--- config.mk ---
export PLATFORM = sky130hd
export DESIGN_NAME = conv_frame_sequencer_flat
export DESIGN_NICKNAME = d
export VERILOG_FILES = /design/src/rtl/conv_pkg.sv /design/src/rtl/conv_frame_sequencer_if.sv /design/src/rtl/frame_xy_counter.sv /design/src/rtl/conv_frame_sequencer.sv /design/src/flat_wrapper.sv
export SDC_FILE = /design/constraint.sdc
export NUM_CORES = 1
export LEC_CHECK = 0
export ABC_CLOCK_PERIOD_IN_PS = 3500
export BUFFER_PORTS_ARGS = -buffer_cell sky130_fd_sc_hd__buf_2
export CAP_MARGIN = 20
export CORE_MARGIN = 3
export CORE_UTILIZATION = 57
export DETAILED_ROUTE_END_ITERATION = 16
export GPL_TIMING_DRIVEN = 0
export PLACE_DENSITY = 0.8
export SETUP_SLACK_MARGIN = 0.1
export SYNTH_ARGS = -nofsm -noshare
export SYNTH_HDL_FRONTEND = slang
export SYNTH_SLANG_ARGS = --single-unit
--- constraint.sdc ---
create_clock -name i_clk -period 3.5 [get_ports i_clk]
set_clock_uncertainty 0.2 [all_clocks]
set_input_delay 0.525 -clock i_clk [delete_from_list [all_inputs] [get_ports i_clk]]
set_output_delay 0.525 -clock i_clk [all_outputs]
set_load 0.03 [all_outputs]
--- src/rtl/conv_pkg.sv ---
// Shared state encoding and width helpers for the separable-convolution front end.
// The line buffer and column filter size their ports with the same helpers.
package conv_pkg;

    typedef enum logic [2:0] {
        IDLE     = 3'd0,
        STREAM   = 3'd1,
        PAD      = 3'd2,
        WAIT_EOF = 3'd3,
        DONE     = 3'd4
    } seq_state_e;

    function automatic int pad_rows(input int kernel_h);
        return kernel_h / 2;
    endfunction

    function automatic int w_bits(input int max_img_w);
        return $clog2(max_img_w + 1);
    endfunction

    function automatic int h_bits(input int max_img_h);
        return $clog2(max_img_h + 1);
    endfunction

    function automatic int row_bits(input int max_img_h, input int pad);
        return $clog2(max_img_h + pad + 1);
    endfunction

endpackage

--- src/rtl/conv_frame_sequencer_if.sv ---
// Configuration, upstream pixel and downstream marked-beat handshakes of the frame sequencer.
interface conv_frame_sequencer_if #(
    parameter int DATA_W = 8,
    parameter int W_W    = 10,
    parameter int H_W    = 9
);
    logic              i_cfg_vld;
    logic [W_W-1:0]    i_cfg_width;
    logic [H_W-1:0]    i_cfg_height;
    logic              o_cfg_rdy;
    logic              i_vld;
    logic [DATA_W-1:0] i_data;
    logic              o_rdy;
    logic              i_rdy;
    logic              o_vld;
    logic              o_eor;
    logic              o_eof;
    logic [DATA_W-1:0] o_data;

    modport slave (
        input  i_cfg_vld, i_cfg_width, i_cfg_height, i_vld, i_data, i_rdy,
        output o_cfg_rdy, o_rdy, o_vld, o_eor, o_eof, o_data
    );

    modport master (
        output i_cfg_vld, i_cfg_width, i_cfg_height, i_vld, i_data, i_rdy,
        input  o_cfg_rdy, o_rdy, o_vld, o_eor, o_eof, o_data
    );
endinterface

--- src/rtl/frame_xy_counter.sv ---
// Column/row position within a frame plus the latched (clamped) frame size.
// Flags describe the beat about to be emitted; i_adv moves to the next position.
module frame_xy_counter
    import conv_pkg::*;
#(
    parameter int MAX_IMG_W = 640,
    parameter int MAX_IMG_H = 480,
    parameter int PAD_ROWS  = 3,
    parameter int W_W       = w_bits(MAX_IMG_W),
    parameter int H_W       = h_bits(MAX_IMG_H)
) (
    input  logic           i_clk,
    input  logic           i_rst,
    input  logic           i_load,
    input  logic [W_W-1:0] i_width,
    input  logic [H_W-1:0] i_height,
    input  logic           i_adv,
    output logic           o_eor,
    output logic           o_last_row,
    output logic           o_last_pad_row
);
    localparam int R_W = row_bits(MAX_IMG_H, PAD_ROWS);

    logic [W_W-1:0] col_q, col_d, width_q, width_d, width_clamp;
    logic [R_W-1:0] row_q, row_d;
    logic [H_W-1:0] height_q, height_d, height_clamp;

    always_comb begin
        width_clamp = i_width;
        if (i_width == '0)
            width_clamp = W_W'(1);
        else if (i_width > W_W'(MAX_IMG_W))
            width_clamp = W_W'(MAX_IMG_W);

        height_clamp = i_height;
        if (i_height == '0)
            height_clamp = H_W'(1);
        else if (i_height > H_W'(MAX_IMG_H))
            height_clamp = H_W'(MAX_IMG_H);
    end

    assign o_eor          = (col_q == width_q - W_W'(1));
    assign o_last_row     = (row_q == R_W'(height_q) - R_W'(1));
    // Padding rows continue the row count past the image, so the last one sits at height+PAD_ROWS-1.
    assign o_last_pad_row = (row_q == R_W'(height_q) + R_W'(PAD_ROWS) - R_W'(1));

    always_comb begin
        col_d    = col_q;
        row_d    = row_q;
        width_d  = width_q;
        height_d = height_q;
        if (i_load) begin
            width_d  = width_clamp;
            height_d = height_clamp;
            col_d    = '0;
            row_d    = '0;
        end else if (i_adv) begin
            if (o_eor) begin
                col_d = '0;
                row_d = row_q + R_W'(1);
            end else begin
                col_d = col_q + W_W'(1);
            end
        end
    end

    always_ff @(posedge i_clk) begin
        if (i_rst) begin
            col_q    <= '0;
            row_q    <= '0;
            width_q  <= '0;
            height_q <= '0;
        end else begin
            col_q    <= col_d;
            row_q    <= row_d;
            width_q  <= width_d;
            height_q <= height_d;
        end
    end

endmodule

--- src/rtl/conv_frame_sequencer.sv ---
// Turns a raw pixel stream plus per-frame size into eor/eof-marked beats for the line buffer,
// appending KERNEL_H/2 padding rows so the vertical window flushes the bottom border.
module conv_frame_sequencer
    import conv_pkg::*;
#(
    parameter int                DATA_W    = 8,
    parameter int                KERNEL_H  = 7,
    parameter int                MAX_IMG_W = 640,
    parameter int                MAX_IMG_H = 480,
    parameter logic [DATA_W-1:0] PAD_VALUE = '0
) (
    input  logic                 i_clk,
    input  logic                 i_rst,
    conv_frame_sequencer_if.slave bus,
    output logic                 o_busy,
    output logic                 o_frame_done
);
    localparam int PAD_ROWS = pad_rows(KERNEL_H);
    localparam int W_W      = w_bits(MAX_IMG_W);
    localparam int H_W      = h_bits(MAX_IMG_H);

    seq_state_e        state_q, state_d;
    logic              vld_q, vld_d, eor_q, eor_d, eof_q, eof_d;
    logic [DATA_W-1:0] data_q, data_d;
    logic              load_cfg, adv, reg_free;
    logic              at_eor, at_last_row, at_last_pad_row;

    frame_xy_counter #(
        .MAX_IMG_W (MAX_IMG_W),
        .MAX_IMG_H (MAX_IMG_H),
        .PAD_ROWS  (PAD_ROWS),
        .W_W       (W_W),
        .H_W       (H_W)
    ) u_xy (
        .i_clk          (i_clk),
        .i_rst          (i_rst),
        .i_load         (load_cfg),
        .i_width        (bus.i_cfg_width),
        .i_height       (bus.i_cfg_height),
        .i_adv          (adv),
        .o_eor          (at_eor),
        .o_last_row     (at_last_row),
        .o_last_pad_row (at_last_pad_row)
    );

    // Single output register: it may reload in the same cycle its current beat is taken.
    assign reg_free = !vld_q || bus.i_rdy;

    always_comb begin
        state_d       = state_q;
        vld_d         = vld_q;
        data_d        = data_q;
        eor_d         = eor_q;
        eof_d         = eof_q;
        load_cfg      = 1'b0;
        adv           = 1'b0;
        bus.o_cfg_rdy = 1'b0;
        bus.o_rdy     = 1'b0;
        if (vld_q && bus.i_rdy)
            vld_d = 1'b0;

        case (state_q)
            IDLE: begin
                bus.o_cfg_rdy = 1'b1;
                if (bus.i_cfg_vld) begin
                    load_cfg = 1'b1;
                    state_d  = STREAM;
                end
            end
            STREAM: begin
                bus.o_rdy = reg_free;
                if (bus.i_vld && reg_free) begin
                    vld_d  = 1'b1;
                    data_d = bus.i_data;
                    eor_d  = at_eor;
                    eof_d  = 1'b0;
                    adv    = 1'b1;
                    if (at_eor && at_last_row) begin
                        if (PAD_ROWS > 0) begin
                            state_d = PAD;
                        end else begin
                            eof_d   = 1'b1;
                            state_d = WAIT_EOF;
                        end
                    end
                end
            end
            PAD: begin
                if (reg_free) begin
                    vld_d  = 1'b1;
                    data_d = PAD_VALUE;
                    eor_d  = at_eor;
                    eof_d  = at_eor && at_last_pad_row;
                    adv    = 1'b1;
                    if (at_eor && at_last_pad_row)
                        state_d = WAIT_EOF;
                end
            end
            WAIT_EOF: begin
                if (vld_q && bus.i_rdy && eof_q)
                    state_d = DONE;
            end
            DONE:    state_d = IDLE;
            default: state_d = IDLE;
        endcase
    end

    always_ff @(posedge i_clk) begin
        if (i_rst) begin
            state_q <= IDLE;
            vld_q   <= 1'b0;
            eor_q   <= 1'b0;
            eof_q   <= 1'b0;
            data_q  <= '0;
        end else begin
            state_q <= state_d;
            vld_q   <= vld_d;
            eor_q   <= eor_d;
            eof_q   <= eof_d;
            data_q  <= data_d;
        end
    end

    assign bus.o_vld    = vld_q;
    assign bus.o_eor    = eor_q;
    assign bus.o_eof    = eof_q;
    assign bus.o_data   = data_q;
    assign o_busy       = (state_q != IDLE);
    assign o_frame_done = (state_q == DONE);

endmodule

--- src/flat_wrapper.sv ---
// flat-port wrapper written by rule: the top's interface ports become plain ports
module conv_frame_sequencer_flat import conv_pkg::*;
#(
    parameter int                DATA_W    = 8,
    parameter int                KERNEL_H  = 7,
    parameter int                MAX_IMG_W = 640,
    parameter int                MAX_IMG_H = 480,
    parameter logic [DATA_W-1:0] PAD_VALUE = '0
)
  (i_clk, i_rst, o_busy, o_frame_done, bus_i_cfg_vld, bus_i_cfg_width, bus_i_cfg_height, bus_i_vld, bus_i_data, bus_i_rdy, bus_o_cfg_rdy, bus_o_rdy, bus_o_vld, bus_o_eor, bus_o_eof, bus_o_data);
  conv_frame_sequencer_if #(.DATA_W(DATA_W), .W_W((w_bits(640))), .H_W((h_bits(480)))) bus_i ();
  input  logic i_clk;
  input  logic i_rst;
  output logic o_busy;
  output logic o_frame_done;
  input wire logic [$bits(bus_i.i_cfg_vld)-1:0] bus_i_cfg_vld;
  input wire logic [$bits(bus_i.i_cfg_width)-1:0] bus_i_cfg_width;
  input wire logic [$bits(bus_i.i_cfg_height)-1:0] bus_i_cfg_height;
  input wire logic [$bits(bus_i.i_vld)-1:0] bus_i_vld;
  input wire logic [$bits(bus_i.i_data)-1:0] bus_i_data;
  input wire logic [$bits(bus_i.i_rdy)-1:0] bus_i_rdy;
  output wire logic [$bits(bus_i.o_cfg_rdy)-1:0] bus_o_cfg_rdy;
  output wire logic [$bits(bus_i.o_rdy)-1:0] bus_o_rdy;
  output wire logic [$bits(bus_i.o_vld)-1:0] bus_o_vld;
  output wire logic [$bits(bus_i.o_eor)-1:0] bus_o_eor;
  output wire logic [$bits(bus_i.o_eof)-1:0] bus_o_eof;
  output wire logic [$bits(bus_i.o_data)-1:0] bus_o_data;
  assign bus_i.i_cfg_vld = bus_i_cfg_vld;
  assign bus_i.i_cfg_width = bus_i_cfg_width;
  assign bus_i.i_cfg_height = bus_i_cfg_height;
  assign bus_i.i_vld = bus_i_vld;
  assign bus_i.i_data = bus_i_data;
  assign bus_i.i_rdy = bus_i_rdy;
  assign bus_o_cfg_rdy = bus_i.o_cfg_rdy;
  assign bus_o_rdy = bus_i.o_rdy;
  assign bus_o_vld = bus_i.o_vld;
  assign bus_o_eor = bus_i.o_eor;
  assign bus_o_eof = bus_i.o_eof;
  assign bus_o_data = bus_i.o_data;
  conv_frame_sequencer #(.DATA_W(DATA_W), .KERNEL_H(KERNEL_H), .MAX_IMG_W(MAX_IMG_W), .MAX_IMG_H(MAX_IMG_H), .PAD_VALUE(PAD_VALUE)) u_core (.i_clk(i_clk), .i_rst(i_rst), .bus(bus_i), .o_busy(o_busy), .o_frame_done(o_frame_done));
endmodule
Yosys cells after proc, flatten, opt, wreduce, memory -nomap -nowiden
Cells that the tools add are included.
{ "totals": {"regBits": 52, "out_inout_bits": 15, "word_cells": 78} }
{ "op_classes": {"add_sub_neg": 6, "magnitude_cmp": 2, "eq_ne": 13, "muxes": 32, "reduce_logical": 16} }
{ "op_table": {"columns": ["operator", "n"], "rows": [
  ["10-bit two-way mux", 3],
  ["9-bit == test", 2],
  ["3-bit two-way mux", 6],
  ["9-bit two-way mux", 2],
  ["9-bit by 1-bit subtractor with 9-bit output (second input constant)", 2],
  ["8-bit two-way mux", 2],
  ["8-bit case mux with 2 select lines", 1],
  ["1-bit two-way mux", 13],
  ["3-bit case mux with 4 select lines", 1],
  ["10-bit by 1-bit adder with 10-bit output (second input constant)", 1],
  ["10-bit == test", 1],
  ["10-bit greater-than comparator (second input constant)", 1],
  ["10-bit zero test", 1],
  ["2-bit by 1-bit != test with 1-bit output (second input constant)", 5],
  ["10-bit by 1-bit subtractor with 10-bit output (second input constant)", 1],
  ["9-bit by 1-bit adder with 9-bit output (second input constant)", 1],
  ["9-bit by 2-bit adder with 9-bit output (second input constant)", 1],
  ["9-bit greater-than comparator (second input constant)", 1],
  ["9-bit zero test", 1],
  ["1-bit case mux with 2 select lines", 4],
  ["3-bit by 2-bit == test with 1-bit output (second input constant)", 2],
  ["6-bit AND reduction", 1],
  ["1-bit logical AND", 5],
  ["3-bit by 1-bit == test with 1-bit output (second input constant)", 1],
  ["10 further kinds", 10]
]} }

Depth between registers and ports, before layout
Gate-level depths: netlist of run 1.
{ "depth": {"ltp_word": 7, "mapped_depth": 12, "depth_no_buf": 10} }

Hierarchy
Synthesis of run 1 repeated with hierarchy kept, for this count alone.
{ "hier_totals": {"hier_cells": 379, "area_unflattened_um2": 3126.7} }
{ "modules_own_cells": {"columns": ["module", "n_inst", "cells_each", "area_per_inst_um2", "seq_area_each_um2"], "rows": [
  ["frame_xy_counter", 1, 295, 2396.0, 760.7],
  ["conv_frame_sequencer", 1, 84, 730.7, 280.3]
]} }

Least setup slack after synthesis of run 1
OpenSTA, ideal clock, no wires.
{ "synth_timing": {"path_type": "flip-flop to flip-flop", "from": "reg u_core.state_q[0]", "to": "reg u_core.u_xy.width_q[2]", "arrival_ps": 2659, "t_required_ps": 3236, "setup_slack_ps": 577, "stages_incl_launch_ff": 6, "period_less_slack_ps": 2923, "path_cell_list": "dfxtp_1 clkbuf_1 nor3_1 nand2_1 a2111oi_0 a22o_1"} }
{ "synth_via": {"elab_chain_len": 2} }
{ "synth_lines": {"columns": ["element", "line", "rtl"], "rows": [
  ["from (decl)", "conv_frame_sequencer.sv:22", "seq_state_e state_q, state_d;"],
  ["from (signal assigned)", "conv_frame_sequencer.sv:116", "state_q <= state_d;"],
  ["3-bit zero test", "conv_frame_sequencer.sv:62", "case (state_q)"],
  ["1-bit two-way mux", "conv_frame_sequencer.sv:62", null],
  ["to (signal assigned)", "frame_xy_counter.sv:76", "width_q <= width_d;"],
  ["to (decl)", "frame_xy_counter.sv:24", "logic [W_W-1:0] col_q, col_d, width_q, width_d, width_clamp;"]
]} }
Every way passes these cells.
A chain may end at the register's enable or synchronous reset.

Final worst setup path of run 1
{ "layout_timing": {"from": "reg u_core.u_xy.width_q[0]", "to": "reg u_core.state_q[0]"} }
{ "layout_via": {"elab_chain_len": 5, "elab_cells_between_ends": 7, "classes_between": "1 x add/sub; 3 x eq/ne; 3 x reduce/logical"} }
{ "layout_lines": {"columns": ["element", "line", "rtl"], "rows": [
  ["10-bit by 1-bit subtractor with 10-bit output *", "frame_xy_counter.sv:42", "assign o_eor = (col_q == width_q - W_W'(1));"],
  ["10-bit == test *", "frame_xy_counter.sv:42", null],
  ["1-bit logical AND (on tied branches)", "conv_frame_sequencer.sv:95, conv_frame_sequencer.sv:78", null],
  ["2-bit by 1-bit != test with 1-bit output (no line)", null, null],
  ["6-bit AND reduction (no line) *", null, null]
]} }
Every way passes the cells marked *; elsewhere a longest branch is shown, timed or not.

==> metrics.log, run 1 <==
[metrics] Std-Cell Rows: 26
[metrics] total clock sinks: 52
[metrics] estimated wirelength of the detail-placed design: 5680 um
[metrics] sw frac: 44.2%
[metrics] Mapped Area: 0.00314 mm^2
[metrics] fraction of final layout cells with drive strength greater than 1: 15.2%
[metrics] final wirelength: 7600 um
[metrics] total track usage: 24.7%
[metrics] dominant cells by area after synthesis: sky130_fd_sc_hd__dfxtp_1 (33%), sky130_fd_sc_hd__xor2_1 (7.0%), sky130_fd_sc_hd__nand2_1 (5.3%)
[metrics] number of register bits inferred by synthesis: 52
[metrics] async set-reset flop share out of synthesis: 0%
[metrics] largest net degree at the start of global routing: 16
[metrics] Residual DRC: 0
[metrics] maximum number of buffers from clock root to sink: 2
[metrics] initial antenna violation count: 0
[metrics] CTS Hold Bufs: 0
[metrics] internal portion of total power: 0.00120 W
[metrics] Placer Congestion: 0.875
[metrics] post-CTS setup repair buffer count: 0
[metrics] TritonCTS clock tree: done
[metrics] leakage power of the design: 1.37 nW
[metrics] Crit Reg-Reg Startpoint: u_core.u_xy.width_q[0]$_SDFFE_PP0P_
[metrics] fraction of power consumed by sequential logic: 34.8%
[metrics] total nets after synthesis: 431
[metrics] Routed wire per std cell: 14.7 um
[metrics] worst setup path start: u_core.u_xy.width_q[0]$_SDFFE_PP0P_
[metrics] count of TritonRoute iterations in the first routing pass: 4
[metrics] syn_area_per_cell: 7.98 um^2
[metrics] end of the worst register-to-register path: u_core.state_q[0]$_SDFFE_PP0P_
[metrics] height of the die: 80.2 um
[metrics] detailed-route vias per instance: 5.83
[metrics] critical path data arrival time: 3180 ps
[metrics] final worst path period need: 3130 ps
[metrics] Worst setup SP type: register
[metrics] final core area utilization: 68.1%
[metrics] wire length of the first global-routing pass: 12800 um
[metrics] path type of the worst min-delay path: input pin to register
[metrics] antenna diode count: 0
[metrics] Worst R2R Path Depth: 11
[metrics] longest individual stage delay on the worst path: 400 ps
[metrics] critical path peak fanout: 9
[metrics] core region area: 0.00520 mm^2
[metrics] buffers added on ports: 45
[metrics] MaxCap Viol Count: 0
[metrics] proportion of power drawn by combinational gates: 49.7%
[metrics] final period utilization: 89.5%
[metrics] total grt overflow: 0
[metrics] number of pins exceeding their max-slew limit in the final report: 0
[metrics] maximum level of the CTS H-tree: 2
[metrics] clock transition time at the flip-flop clock pins of the worst setup and hold paths: 100 ps
[metrics] clock root buffer master: sky130_fd_sc_hd__clkbuf_8
[metrics] Critical Path Slowest Stage Cell: sky130_fd_sc_hd__a2111oi_2
[metrics] synth-to-layout area growth: 12.9%
[metrics] Die Width: 80.2 um
[metrics] critical path cell sequence: clkbuf_1, inv_1, ha_1, xnor2_1, a41oi_1, a2111oi_4, nand3_1, nor3_2, nand2_1, a2111oi_2, o21ba_2
[metrics] number of nets in the layout: 484
[metrics] starting density of the core: 60.3%
[metrics] worst-margin pin slew: 1020 ps
[metrics] required arrival time at the worst endpoint: 3550 ps
[metrics] top cell type's share of synthesized area: 33.2%
[metrics] post-synth top area cell: sky130_fd_sc_hd__dfxtp_1
[metrics] number of buffer and inverter stages on the critical path: 2
[metrics] Worst Hold Slack: 234 ps
[metrics] kind of critical path: register to register
[metrics] sum of negative setup slack: 0 ps
[metrics] total power density per cell area: 608 mW/mm^2
[metrics] total die area: 0.00643 mm^2
[metrics] r2r setup slk: 370 ps
[metrics] primary flip-flop cell chosen by synthesis mapping: sky130_fd_sc_hd__dfxtp_1
[metrics] warning count from the yosys run: 0
[metrics] number of synthesized flops with an enable pin: 0
[metrics] critical path endpoint: u_core.state_q[0]$_SDFFE_PP0P_
[metrics] total net switching power: 0.000952 W
[metrics] Clk network pwr share: 15.5%
[metrics] final number of hold-violating endpoints: 0
[metrics] Max-slew headroom: 30.0%
[metrics] slack of the critical path: 368 ps
[metrics] RSZ-0062 raised after global routing: no
[metrics] Final setup viols: 0
[metrics] I/O pin count: 47
[metrics] post-synthesis sequential area ratio: 33.2%
[metrics] dominant delay contributor by cell family on the critical path: compound AO/OA/AOI/OAI gates
[metrics] status: complete, no violations
[metrics] setup slack after placement: 351 ps
[metrics] endpoint type of the worst setup path: register
[metrics] DRT iter0 DRCs: 186
[metrics] total vias in the final route: 3009
[metrics] number of clock buffers inserted by TritonCTS: 5
[metrics] peak clock frequency supported by timing: 319 MHz
[metrics] antenna viol nets, final: 0
[metrics] vias in the first global route: 2903
[metrics] Critical Path Stages: 11
[metrics] maximum vdd drop: 0.445 mV
[metrics] clock insertion delay at the later pin of the skew report: 300 ps
[metrics] distinct cell type count of the synthesized netlist: 55
[metrics] gate count after technology mapping: 393
cell usage in the layout (no fill, tap or decap), types with 3 or more instances in the layout:
cell type,instances
sky130_fd_sc_hd__nand4_1,9
sky130_fd_sc_hd__a211oi_1,9
sky130_fd_sc_hd__clkbuf_1,24
sky130_fd_sc_hd__xnor2_1,18
sky130_fd_sc_hd__buf_2,47
sky130_fd_sc_hd__inv_1,10
sky130_fd_sc_hd__nand2b_1,6
sky130_fd_sc_hd__ha_1,6
sky130_fd_sc_hd__or4_1,3
sky130_fd_sc_hd__nor4_1,10
sky130_fd_sc_hd__nor2b_1,4
sky130_fd_sc_hd__o31a_1,3
sky130_fd_sc_hd__a22o_1,8
sky130_fd_sc_hd__and3_1,6
sky130_fd_sc_hd__nor3_1,10
sky130_fd_sc_hd__xor2_1,25
sky130_fd_sc_hd__nand3_1,22
sky130_fd_sc_hd__nor4b_1,3
sky130_fd_sc_hd__nand2_1,44
sky130_fd_sc_hd__o21ba_2,3
sky130_fd_sc_hd__and4_1,5
sky130_fd_sc_hd__o211ai_1,4
sky130_fd_sc_hd__nor2_1,34
sky130_fd_sc_hd__clkbuf_8,5
sky130_fd_sc_hd__a21oi_1,24
sky130_fd_sc_hd__dfxtp_1,52
sky130_fd_sc_hd__o21ai_0,12
cells by family after synthesis:
| kind of cell | share of synthesized area, % |
|---|---|
| xor gates and xnor gates | 12.8 |
| AOI/OAI and AO/OA | 17.8 |
| adders and majority gates | 2.39 |
| muxes | 0.638 |
| and+or+nand+nor | 28.5 |
| buffers and inverters | 4.75 |
| DFF | 33.2 |
Yosys cell counts, types with 8 or more instances:
master	n
sky130_fd_sc_hd__nor2_1	34
sky130_fd_sc_hd__a211oi_1	9
sky130_fd_sc_hd__xnor2_1	18
sky130_fd_sc_hd__dfxtp_1	52
sky130_fd_sc_hd__o21ai_0	12
sky130_fd_sc_hd__nand3_1	22
sky130_fd_sc_hd__inv_1	10
sky130_fd_sc_hd__nor4_1	10
sky130_fd_sc_hd__nand2_1	44
sky130_fd_sc_hd__nand4_1	9
sky130_fd_sc_hd__xor2_1	25
sky130_fd_sc_hd__nor3_1	10
sky130_fd_sc_hd__clkbuf_1	24
sky130_fd_sc_hd__a22o_1	8
sky130_fd_sc_hd__a21oi_1	24
layout make-up:
| class | instances | area (um^2) |
|---|---|---|
| buffer | 28 | 111 |
| clock buffer | 5 | 68.8 |
| clock inverter | 2 | 12.5 |
| fill | 462 | 1660 |
| inverter | 10 | 37.5 |
| multi-input combinational | 303 | 1960 |
| sequential | 52 | 1040 |
| tap | 70 | 87.6 |
| timing repair buffer | 46 | 229 |
flip-flops by register name, indices dropped and copies added, names as in the netlist:
name	cells
u_core.bus.o_vld	1
u_core.u_xy.col_q	10
u_core.bus.o_eof	1
u_core.u_xy.width_q	10
u_core.bus.o_eor	1
u_core.state_q	3
u_core.u_xy.row_q	9
u_core.u_xy.height_q	9
u_core.bus.o_data	8
worst min path at each step:
stage,startpoint,endpoint,slack [ps],depth (start not counted)
after global placement,u_core.bus.o_data[5]$_SDFFE_PP0P_,u_core.bus.o_data[5]$_SDFFE_PP0P_,240,2
after detailed placement,u_core.bus.o_data[3]$_SDFFE_PP0P_,u_core.bus.o_data[3]$_SDFFE_PP0P_,240,2
after floorplan,u_core.u_xy.width_q[9]$_SDFFE_PP0P_,u_core.u_xy.width_q[9]$_SDFFE_PP0P_,250,2
after global routing,bus_i_cfg_height[4],u_core.u_xy.height_q[4]$_SDFFE_PP0P_,240,2
final,bus_i_cfg_height[3],u_core.u_xy.height_q[3]$_SDFFE_PP0P_,230,2
after CTS,bus_i_cfg_height[3],u_core.u_xy.height_q[3]$_SDFFE_PP0P_,230,2
power groups by stage:
| stage | clock network [W] | registers (W) | logic, W |
|---|---|---|---|
| 6_report | 0.000333 | 0.000751 | 0.00107 |
| 5_1_grt | 0.000367 | 0.000760 | 0.00118 |
| 4_1_cts | 0.000338 | 0.000749 | 0.00106 |
| 3_3_place_gp | 0 | 0.000759 | 0.00102 |
| 2_1_floorplan | 0 | 0.000802 | 0.000758 |
| 3_5_place_dp | 0 | 0.000761 | 0.00105 |
per-stage QoR:
stage / total power, W / instances / cell area (um^2)
final: 0.00216 / 516 / 3540
after floorplan: 0.00156 / 393 / 3140
after detailed placement: 0.00182 / 509 / 3450
after global placement: 0.00178 / 508 / 3450
after global routing: 0.00230 / 516 / 3540
after CTS: 0.00214 / 516 / 3540
layer usage:
| layer | track usage (%) | share of wire (%) | up-vias |
|---|---|---|---|
| met5 | 0 | 0 | - |
| li1 | - | - | 1503 |
| met2 | 42.7 | 47 | 80 |
| met1 | 31.3 | 47 | 1411 |
| met3 | 3.59 | 4.9 | 15 |
| met4 | 8.11 | 1.6 | 0 |
timing repair:
item,CTS,global route
hold endpoints to repair,0,0
endpoints found under the setup margin,0,10
resized for setup,0,1
Power figures use the tool's default switching activity.
==> run 2, diff against run 1 <==
--- a/config.mk
+++ b/config.mk
@@ -13,6 +13,7 @@
 export DETAILED_ROUTE_END_ITERATION = 16
 export GPL_TIMING_DRIVEN = 0
 export PLACE_DENSITY = 0.8
+export RECOVER_POWER = 25
 export SETUP_SLACK_MARGIN = 0.1
 export SYNTH_ARGS = -nofsm -noshare
 export SYNTH_HDL_FRONTEND = slang
==> run 2 against run 1 <==
Against the previous run:
- non-clock buffer count unchanged
- core utilization down 0.29 points
- flip-flop and latch count unchanged
- total power down 0.36%
==> metrics.log, run 2 (synthesis gave the netlist of run 1 again) <==
[metrics] Crit Reg-Reg Startpoint: u_core.u_xy.width_q[0]$_SDFFE_PP0P_
[metrics] detailed-route vias per instance: 5.81 (-0.30%)
[metrics] total vias in the final route: 3000 (-0.30%)
[metrics] sum of negative setup slack: 0 ps (unchanged)
[metrics] sw frac: 44.4% (+0.18 points)
[metrics] Std-Cell Rows: 26 (unchanged)
[metrics] r2r setup slk: 380 ps (about the same)
[metrics] wire length of the first global-routing pass: 12800 um (unchanged)
[metrics] total net switching power: 0.000952 W (about the same)
[metrics] maximum level of the CTS H-tree: 2 (unchanged)
[metrics] total die area: 0.00643 mm^2 (unchanged)
[metrics] worst hold path cell count: 2 (unchanged)
[metrics] Clk network pwr share: 15.5% (about the same)
[metrics] estimated wirelength of the detail-placed design: 5680 um (unchanged)
[metrics] end of the worst register-to-register path: u_core.state_q[0]$_SDFFE_PP0P_
[metrics] Die Width: 80.2 um (unchanged)
[metrics] clock transition time at the flip-flop clock pins of the worst setup and hold paths: 90 ps (about the same)
[metrics] count of TritonRoute iterations in the first routing pass: 4 (unchanged)
[metrics] FF/Latch Area: 0.00104 mm^2 (unchanged)
[metrics] Worst setup SP type: register
[metrics] maximum vdd drop: 0.443 mV (-0.61%)
[metrics] total grt overflow: 0 (unchanged)
[metrics] MaxCap Viol Count: 0 (unchanged)
[metrics] I/O pin count: 47 (unchanged)
[metrics] fraction of final layout cells with drive strength greater than 1: 12.6% (-2.7 points)
[metrics] number of pins exceeding their max-slew limit in the final report: 0 (unchanged)
[metrics] number of clock buffers inserted by TritonCTS: 5 (unchanged)
[metrics] proportion of power drawn by combinational gates: 49.5% (-0.2 points)
[metrics] antenna viol nets, final: 0 (unchanged)
[metrics] kind of critical path: register to register
[metrics] critical path peak fanout: 9 (unchanged)
[metrics] maximum number of buffers from clock root to sink: 2 (unchanged)
[metrics] total power density per cell area: 609 mW/mm^2 (about the same)
[metrics] internal portion of total power: 0.00119 W (-0.69%)
[metrics] largest net degree at the start of global routing: 16 (unchanged)
[metrics] leakage power of the design: 1.32 nW (-3.7%)
[metrics] required arrival time at the worst endpoint: 3550 ps (about the same)
[metrics] RSZ-0062 raised after global routing: no
[metrics] final core area utilization: 67.8% (-0.29 points)
[metrics] vias in the first global route: 2903 (unchanged)
[metrics] post-CTS resize count: 0 (unchanged)
[metrics] final number of hold-violating endpoints: 0 (unchanged)
[metrics] final worst path period need: 3120 ps (-10.2 ps)
[metrics] Worst R2R Path Depth: 11 (unchanged)
[metrics] total track usage: 24.7% (unchanged)
[metrics] height of the die: 80.2 um (unchanged)
[metrics] antenna diode count: 0 (unchanged)
[metrics] Placer Congestion: 0.875 (unchanged)
[metrics] clock root buffer master: sky130_fd_sc_hd__clkbuf_8
[metrics] final period utilization: 89.2% (-0.29 points)
[metrics] multi-input gate area in the final layout: 0.00196 mm^2 (unchanged)
[metrics] fraction of power consumed by sequential logic: 35.0% (+0.2 points)
[metrics] clock insertion delay at the later pin of the skew report: 300 ps (about the same)
[metrics] worst-margin pin slew: 1020 ps (-0.435 ps)
[metrics] CTS Hold Bufs: 0 (unchanged)
[metrics] Residual DRC: 0 (unchanged)
[metrics] Max-slew headroom: 30.0% (about the same)
[metrics] final wirelength: 7590 um (-0.16%)
[metrics] initial antenna violation count: 0 (unchanged)
[metrics] worst setup path start: u_core.u_xy.width_q[0]$_SDFFE_PP0P_
[metrics] TritonCTS clock tree: done
[metrics] peak clock frequency supported by timing: 320 MHz (+0.33%)
[metrics] post-CTS setup repair buffer count: 0 (unchanged)
[metrics] critical path endpoint: u_core.state_q[0]$_SDFFE_PP0P_
[metrics] total clock sinks: 52 (unchanged)
[metrics] commonest cells after routing, fill and taps aside: sky130_fd_sc_hd__dfxtp_1 (52), sky130_fd_sc_hd__nand2_1 (44), sky130_fd_sc_hd__clkbuf_1 (36)
[metrics] Routed wire per std cell: 14.7 um (-0.16%)
[metrics] core region area: 0.00520 mm^2 (unchanged)
[metrics] Largest regs: u_core.u_xy.col_q: 10 flops, u_core.u_xy.width_q: 10 flops
[metrics] Design Power: 0.00215 W (-0.36%)
[metrics] critical path data arrival time: 3180 ps (about the same)
[metrics] buffers added on ports: 45 (unchanged)
[metrics] Filler Cells Inserted: 466 (+0.87%)
[metrics] starting density of the core: 60.3% (unchanged)
[metrics] path type of the worst min-delay path: input pin to register
[metrics] DRT iter0 DRCs: 154 (-17%)
[metrics] commonest non-fill, non-tap cell in the layout: sky130_fd_sc_hd__dfxtp_1
[metrics] Final setup viols: 0 (unchanged)
[metrics] endpoint type of the worst setup path: register
[metrics] status: complete, no violations
[metrics] number of nets in the layout: 484 (unchanged)
[metrics] synth-to-layout area growth: 12.4%
run 2: cell types whose count changed in the layout (fill, tap and decap cells not counted), sizes merged:
| cell | before | now |
|---|---|---|
| buf | 50 | 38 |
| clkbuf | 29 | 41 |
run 2: worst min-delay path by stage:
stage                                                   start                                   end
after CTS                                 bus_i_cfg_height[3]  u_core.u_xy.height_q[3]$_SDFFE_PP0P_
after floorplan           u_core.u_xy.width_q[9]$_SDFFE_PP0P_   u_core.u_xy.width_q[9]$_SDFFE_PP0P_
final                                     bus_i_cfg_height[3]  u_core.u_xy.height_q[3]$_SDFFE_PP0P_
after global routing                      bus_i_cfg_height[4]  u_core.u_xy.height_q[4]$_SDFFE_PP0P_
after global placement      u_core.bus.o_data[5]$_SDFFE_PP0P_     u_core.bus.o_data[5]$_SDFFE_PP0P_
after detailed placement    u_core.bus.o_data[3]$_SDFFE_PP0P_     u_core.bus.o_data[3]$_SDFFE_PP0P_
run 2: per-layer routing:
metal / part of all wire [%] / up-vias / GRT usage, %
li1: - / 1502 / -
met1: 47 / 1419 / 31.3
met2: 47 / 69 / 42.7
met3: 4.7 / 10 / 3.59
met4: 1.4 / 0 / 8.11
met5: 0 / - / 0
run 2: per-stage QoR:
step                      setup slack [ps]  hold slack (ps)  instance area (um^2)  std cells
after floorplan                        577              249                  3140        393
after global placement                 432              235                  3450        508
after detailed placement               351              242                  3450        509
after CTS                              327              233                  3540        516
after global routing                   102              242                  3530        516
final                                  378              233                  3530        516
run 2: cell type report:
cell class	count	area share, %
flip-flops and latches	52	29.5
repair buffers	46	6.06
inverters	10	1.06
plain buffers	28	3.16
clock buffers	5	1.95
well taps	70	2.48
clock inverters	2	0.355
multi-input cells	303	55.4
run 2: worst max-delay path, stage by stage (launching register included):
cell,delay (ps)
sky130_fd_sc_hd__dfxtp_1,320
sky130_fd_sc_hd__clkbuf_1,350
sky130_fd_sc_hd__inv_1,110
sky130_fd_sc_hd__ha_1,300
sky130_fd_sc_hd__xnor2_1,160
sky130_fd_sc_hd__a41oi_1,180
sky130_fd_sc_hd__a2111oi_4,380
sky130_fd_sc_hd__nand3_1,150
sky130_fd_sc_hd__nor3_2,230
sky130_fd_sc_hd__nand2_1,100
sky130_fd_sc_hd__a2111oi_2,400
sky130_fd_sc_hd__o21ba_2,190
run 2: power groups by stage:
stage / combinational (W) / clock (W) / sequential (W)
after floorplan: 0.000758 / 0 / 0.000802
after global placement: 0.00102 / 0 / 0.000759
after detailed placement: 0.00105 / 0 / 0.000761
after CTS: 0.00106 / 0.000338 / 0.000749
after global routing: 0.00117 / 0.000367 / 0.000761
final: 0.00106 / 0.000333 / 0.000751
